==> src/rtl/ldm_stm_seq.sv <==
// LDM/STM register sequencer: walks a 16-bit register list lowest-first and
// presents one register/address pair per accepted memory cycle.

module decode (
    input  logic [3:0]  i_sel,
    output logic [15:0] o_dec
);
    assign o_dec = 16'h0001 << i_sel;
endmodule

module ldm_stm_seq (
    input  logic        nGCLK,
    input  logic        nRESET,
    input  logic        start,
    input  logic [15:0] reg_list,
    input  logic        pre,
    input  logic        up,
    input  logic [31:0] base,
    input  logic        stall,
    input  logic        abort,
    output logic        busy,
    output logic        xfer,
    output logic [3:0]  reg_num,
    output logic [15:0] reg_sel,
    output logic [31:0] addr,
    output logic        last,
    output logic        done,
    output logic [31:0] wb_addr
);

    typedef enum logic [1:0] {
        S_IDLE = 2'd0,
        S_XFER = 2'd1,
        S_DONE = 2'd2
    } state_t;

    state_t      r_state, w_state_nxt;
    logic [15:0] r_list, w_list_nxt;
    logic [31:0] r_addr, w_addr_nxt;
    logic [31:0] r_wb_addr, w_wb_addr_nxt;

    logic [4:0]  w_n;
    logic [31:0] w_n4;
    logic [31:0] w_start_addr;
    logic [3:0]  w_lowest;
    logic [15:0] w_dec;
    logic        w_one_left;
    logic        w_xfer;

    function automatic logic [4:0] popcount16(input logic [15:0] v);
        logic [4:0] cnt;
        cnt = 5'd0;
        for (int i = 0; i < 16; i++) begin
            cnt = cnt + {4'd0, v[i]};
        end
        return cnt;
    endfunction

    assign w_n  = popcount16(reg_list);
    assign w_n4 = {25'd0, w_n, 2'b00};

    // Every mode lays the block out ascending; only the lowest address moves.
    always_comb begin
        unique case ({pre, up})
            2'b01:   w_start_addr = base;
            2'b11:   w_start_addr = base + 32'd4;
            2'b00:   w_start_addr = base - w_n4 + 32'd4;
            default: w_start_addr = base - w_n4;
        endcase
    end

    // Scanning downward lets the lowest set bit overwrite any higher one.
    always_comb begin
        w_lowest = 4'd0;
        for (int i = 15; i >= 0; i--) begin
            if (r_list[i]) begin
                w_lowest = 4'(i);
            end
        end
    end

    decode u_decode (
        .i_sel (w_lowest),
        .o_dec (w_dec)
    );

    assign w_one_left = (r_list != 16'd0) && ((r_list & (r_list - 16'd1)) == 16'd0);
    assign w_xfer     = (r_state == S_XFER);

    always_comb begin
        // NOTE: every variable gets its hold value first so no path leaves it unassigned (no latch).
        w_state_nxt   = r_state;
        w_list_nxt    = r_list;
        w_addr_nxt    = r_addr;
        w_wb_addr_nxt = r_wb_addr;

        unique case (r_state)
            S_IDLE: begin
                if (start) begin
                    w_list_nxt    = reg_list;
                    w_addr_nxt    = w_start_addr;
                    w_wb_addr_nxt = up ? (base + w_n4) : (base - w_n4);
                    w_state_nxt   = (w_n != 5'd0) ? S_XFER : S_DONE;
                end
            end
            S_XFER: begin
                if (!stall) begin
                    w_list_nxt = r_list & ~w_dec;
                    w_addr_nxt = r_addr + 32'd4;
                    if (w_one_left) begin
                        w_state_nxt = S_DONE;
                    end
                end
            end
            S_DONE: begin
                w_state_nxt = S_IDLE;
            end
            default: begin
                w_state_nxt = S_IDLE;
            end
        endcase

        // Abort discards the remaining list and suppresses the done pulse.
        if (abort) begin
            w_state_nxt = S_IDLE;
            w_list_nxt  = 16'd0;
        end
    end

    // NOTE: state registers use non-blocking assignments so all updates see pre-edge values.
    always_ff @(posedge nGCLK or negedge nRESET) begin
        if (!nRESET) begin
            r_state   <= S_IDLE;
            r_list    <= 16'd0;
            r_addr    <= 32'd0;
            r_wb_addr <= 32'd0;
        end else begin
            r_state   <= w_state_nxt;
            r_list    <= w_list_nxt;
            r_addr    <= w_addr_nxt;
            r_wb_addr <= w_wb_addr_nxt;
        end
    end

    assign busy    = (r_state != S_IDLE);
    assign xfer    = w_xfer;
    assign done    = (r_state == S_DONE);
    assign reg_num = w_xfer ? w_lowest : 4'd0;
    assign reg_sel = w_xfer ? w_dec : 16'h0000;
    assign last    = w_xfer & w_one_left;
    assign addr    = r_addr;
    assign wb_addr = r_wb_addr;

endmodule

==> config.mk <==
export PLATFORM = sky130hd
export DESIGN_NAME = ldm_stm_seq
export DESIGN_NICKNAME = d
export VERILOG_FILES = /design/src/rtl/ldm_stm_seq.sv
export SDC_FILE = /design/constraint.sdc
export NUM_CORES = 1
export LEC_CHECK = 0
export ABC_AREA = 1
export BUFFER_PORTS_ARGS = -buffer_cell sky130_fd_sc_hd__buf_2
export CAP_MARGIN = 0
export CORE_ASPECT_RATIO = 1.1
export CORE_MARGIN = 2
export CORE_UTILIZATION = 60
export DETAILED_ROUTE_END_ITERATION = 8
export PLACE_DENSITY = 0.83
export REMOVE_ABC_BUFFERS = 1
export SYNTH_ARGS = -nofsm -noshare
export SYNTH_HDL_FRONTEND = slang
export SYNTH_SLANG_ARGS = --single-unit
==> constraint.sdc <==
create_clock -name nGCLK -period 5 [get_ports nGCLK]
set_clock_uncertainty 0.1 [all_clocks]
set_input_delay 0.5 -clock nGCLK [delete_from_list [all_inputs] [get_ports nGCLK]]
set_output_delay 0.5 -clock nGCLK [all_outputs]
set_load 0.05 [all_outputs]
==> summary.md, run 1 <==
| Metric | Value |
|---|---|
| Worst ep type | register data pin |
| Htree depth | 3 |
| Mapped Cells | 1,625 |
| Die height | 136 um |
| Worst Endpoint after GRT Repair | addr[30]$_DFFE_PN0P_/D |
| Num rows | 48 |
| Leading post-synthesis cells by cell area | dfrtp_1 (22%), nand2_1 (18%), nand3_1 (7.9%) |
| Async SR Flop Fraction | 1.00 |
| Post-Syn Area per Cell | 5.85 sq um |
| # IOs | 143 |
| Top post-synthesis cells by count | nand2_1 (467), inv_1 (191), nor2_1 (179), nand3_1 (150), o21ai_0 (94) |
| Register area share after synthesis | 0.216 |
| HPWL after DPL | 26,900 um |
| Grt ovf | 3 |
| Most common cell in the netlist | nand2_1 |
| Halt point of the flow | global routing |
| IO Port Bufs | 142 |
| RD Place Congestion | 0.994 |
| GRT Overall Usage | 0.658 |
| Outcome | stopped before the end |
| Number of clock sinks | 82 |
| Mapped Area | 9510 sq um |
| Max Root-Sink Buffers | 2 |
| Yosys reg bits | 82 |
| Ys flop type | dfrtp_1 |
| Die X | 124 um |
| CTS Root Cell | clkbuf_16 |
| Error message | [ERROR GRT-0232] Routing congestion too high. Check the congestion heatmap in the GUI. |
| Synth cell types | 49 |
| Top cell type by total area after synthesis | dfrtp_1 |
| Post-synth top area share | 0.216 |
| Largest net degree at the start of global routing | 52 |
| Placed cell count | 2,060 |
| Post-synth EDFFs | 0 |
| Yosys warning total | 0 |
| Initial Util | 0.609 |
| Cts bufs inserted | 9 |
[through the flow]
step	area, sq um	setup slack, ps
2_1_floorplan	9220	-3700
3_3_place_gp	11400	-1190
3_5_place_dp	11400	-1280
4_1_cts	13200	-644
[layer usage]
layer / track usage / overflow
met2: 0.835 / 2
met1: 0.727 / 0
met3: 0.439 / 0
met4: 0.557 / 1
met5: 0.138 / 0
[logic make-up after synthesis]
| group | synth area share |
|---|---|
| xor+xnor | 0.0258 |
| flops | 0.216 |
| simple gates | 0.434 |
| fa+ha+maj | 0.0529 |
| compound gates | 0.159 |
| buf+inv | 0.113 |
[timing repair]
action,in CTS
resized for setup,295
pin swaps,120
endpoints found under the hold margin,26
endpoints found under the setup margin,54
setup buffers,62
hold buffers,1
==> run 2, diff against run 1 <==
Settings changed: CORE_ASPECT_RATIO 1.1 to unset, CORE_UTILIZATION 60 to 40, PLACE_DENSITY 0.83 to unset, PLACE_DENSITY_LB_ADDON set to 0.15.
==> run 2 against run 1 <==
  * The flow now finishes, with violations (setup timing)
  * Synthesized cell count did not move
  * Area after synthesis did not move
==> summary.md, run 2 <==
| Metric | Value |
|---|---|
| Outcome | finished with violations |
| Failing checks | setup timing |
| Total die area | 25,000 sq um |
| ANT cells | 0 |
| Power per cell area | 566 nW/um^2 |
| CTS Root Cell | clkbuf_16 |
| Final Non-Filler Cells | 2,293 |
| Fin. Hold Viols | 0 |
| Initial Util | 0.406 |
| Slew @ Worst Pin | 980 ps |
| Register area share after synthesis | 0.216 |
| Initial antenna violation count | 0 |
| Peak VDD IR | 0.480 mV |
| DR DRC count | 0 |
| Worst slew margin | 0.343 |
| Crit path kind | primary input to flip-flop |
| Worst Setup EP | addr[17]$_DFFE_PN0P_ |
| Mapped Cells | 1,625 |
| Worst skew pair latency | 360 ps |
| RD Place Congestion | 0.995 |
| Initial DRT Pass Iterations | 7 |
| Min Tclk post-route | 5800 ps |
| Core area | 23,400 sq um |
| CTS tree | done |
| Hold_buf cts | 0 |
| CP max FO | 4 |
| Clock-pin slew on the worst setup and hold paths | 80 ps |
| RSZ-0062 raised after global routing | yes |
| Pre-CTS WS | -1450 ps |
| Die X | 158 um |
| Max-slew violations | 0 |
| Max_cap viols | 0 |
| Most common cell in the netlist | nand2_1 |
| Highest-count cells in the layout ignoring fill and taps | nand2_1 (375), buf_4 (207), inv_1 (168) |
| Post-synth EDFFs | 0 |
| Final wirelength | 42,500 um |
| Final WS setup | -798 ps |
| IO Port Bufs | 142 |
| Max Clk Rate | 0.172 GHz |
| Nets@finish | 2,057 |
| Vias | 12.6k |
| Leak Pwr | 6.92 nW |
| Htree depth | 3 |
| First-pass GRT wire length | 63,000 um |
| Yosys reg bits | 82 |
| Grt ovf | 0 |
| Mapped Area | 9510 sq um |
| Placed cell count | 2,210 |
| R2r setup slk | 2110 ps |
| Number of global-route vias before repair | 11.3k |
| Post-Syn Area per Cell | 5.85 sq um |
| Top cell type by total area after synthesis | dfrtp_1 |
| Num rows | 56 |
| Starting DRC count in detailed routing | 1,290 |
| Wire per inst | 18.5 um |
| HP Class | primary input to async pin |
| Async SR Flop Fraction | 1.00 |
| Synth cell types | 49 |
| Number of clock sinks | 82 |
| RR Startpoint | r_list[0]$_DFFE_PN0P_ |
| Worst EP arrival | 5990 ps |
| Worst reg2reg path depth | 14 |
| Top post-synthesis cells by count | nand2_1 (467), inv_1 (191), nor2_1 (179), nand3_1 (150), o21ai_0 (94) |
| Yosys warning total | 0 |
| Util after Layout | 0.611 |
| Leading post-synthesis cells by cell area | dfrtp_1 (22%), nand2_1 (18%), nand3_1 (7.9%) |
| Worst path max stage delay | 590 ps |
| GRT Overall Usage | 0.328 |
| Slowest CP cell | fa_2 |
| CP Capture Type | flip-flop |
| Post-synth top area share | 0.216 |
| Period Utilization, post-route | 1.16 |
| # IOs | 143 |
| Largest net degree at the start of global routing | 50 |
| Die height | 158 um |
| Max Root-Sink Buffers | 2 |
| Number of fill cells | 2,261 |
| Final ANT Viol Nets | 0 |
| Crit start category | primary input |
| Final setup violation count | 52 |
| Beginning of the critical path | reg_list[13] |
| Setup TNS Final | -27,760 ps |
| Critical Path RT | 5190 ps |
| Via density | 5.49 |
| Commonest non-fill, non-tap cell in the layout | nand2_1 |
| Ys flop type | dfrtp_1 |
| HPWL after DPL | 30,700 um |
| Worst R2R End | r_state[0]$_DFFE_PN0P_ |
| P&R area growth vs syn | 50.4% |
| Power, Total | 8.10 mW |
| Cts bufs inserted | 9 |
| Layout cell share with drive strength beyond 1 | 0.386 |
run 2: cell families after synthesis:
group | count (synthesis) | share of synthesized area
compound gates | 266 | 0.159
xor+xnor | 28 | 0.0258
fa+ha+maj | 33 | 0.0529
buf+inv | 274 | 0.113
flops | 82 | 0.216
simple gates | 942 | 0.434
run 2: worst max-delay path: cells and delay by family:
kind | cells | cell delay [ps]
AND/OR/NAND/NOR | 18 | 1820
adder cells (fa/ha/maj) | 7 | 2840
AO/OA/AOI/OAI | 1 | 150
buffers and inverters | 9 | 690
run 2: repair_timing:
item,4_1_cts,5_1_grt
gates resized for setup,206,266
setup endpoints to repair,53,54
pin swaps,101,169
setup buffers,47,38
run 2: routing by layer:
layer,vias up,track usage,part of all wire
li1,6013,-,-
met1,5933,0.466,0.44
met2,548,0.495,0.45
met3,90,0.0706,0.080
met4,0,0.100,0.031
met5,-,0,0
run 2: area by class of cell:
cell class,count,area [sq um],share of cell area
Clock buffer,10,239,0.0167
Inverter,207,802,0.0561
Tap cell,319,399,0.0279
Multi-Input combinational cell,1269,7860,0.550
Sequential cell,82,2050,0.143
Clock inverter,6,72.6,0.00507
Timing Repair Buffer,400,2880,0.201
run 2: per-stage QoR:
stage	hold slack, ps	area (sq um)
2_1_floorplan	104	9220
3_3_place_gp	349	11800
3_5_place_dp	357	11800
4_1_cts	56.3	13100
5_1_grt	86.9	14300
6_report	40.6	14300
run 2: where the power goes:
| part | internal [mW] | switching [mW] |
|---|---|---|
| combinational | 2.13 | 3.96 |
| clock | 0.408 | 0.348 |
| sequential | 0.967 | 0.282 |
| total | 3.51 | 4.59 |
run 2: how the worst min path moves through the flow:
stage | end | cells after the start
2_1_floorplan | addr[0]$_DFFE_PN0P_ | 0
3_3_place_gp | wb_addr[1]$_DFFE_PN0P_ | 2
3_5_place_dp | wb_addr[1]$_DFFE_PN0P_ | 2
4_1_cts | wb_addr[14]$_DFFE_PN0P_ | 1
5_1_grt | wb_addr[14]$_DFFE_PN0P_ | 1
6_report | wb_addr[16]$_DFFE_PN0P_ | 1
Note: power is estimated with default switching activity, not from simulation.
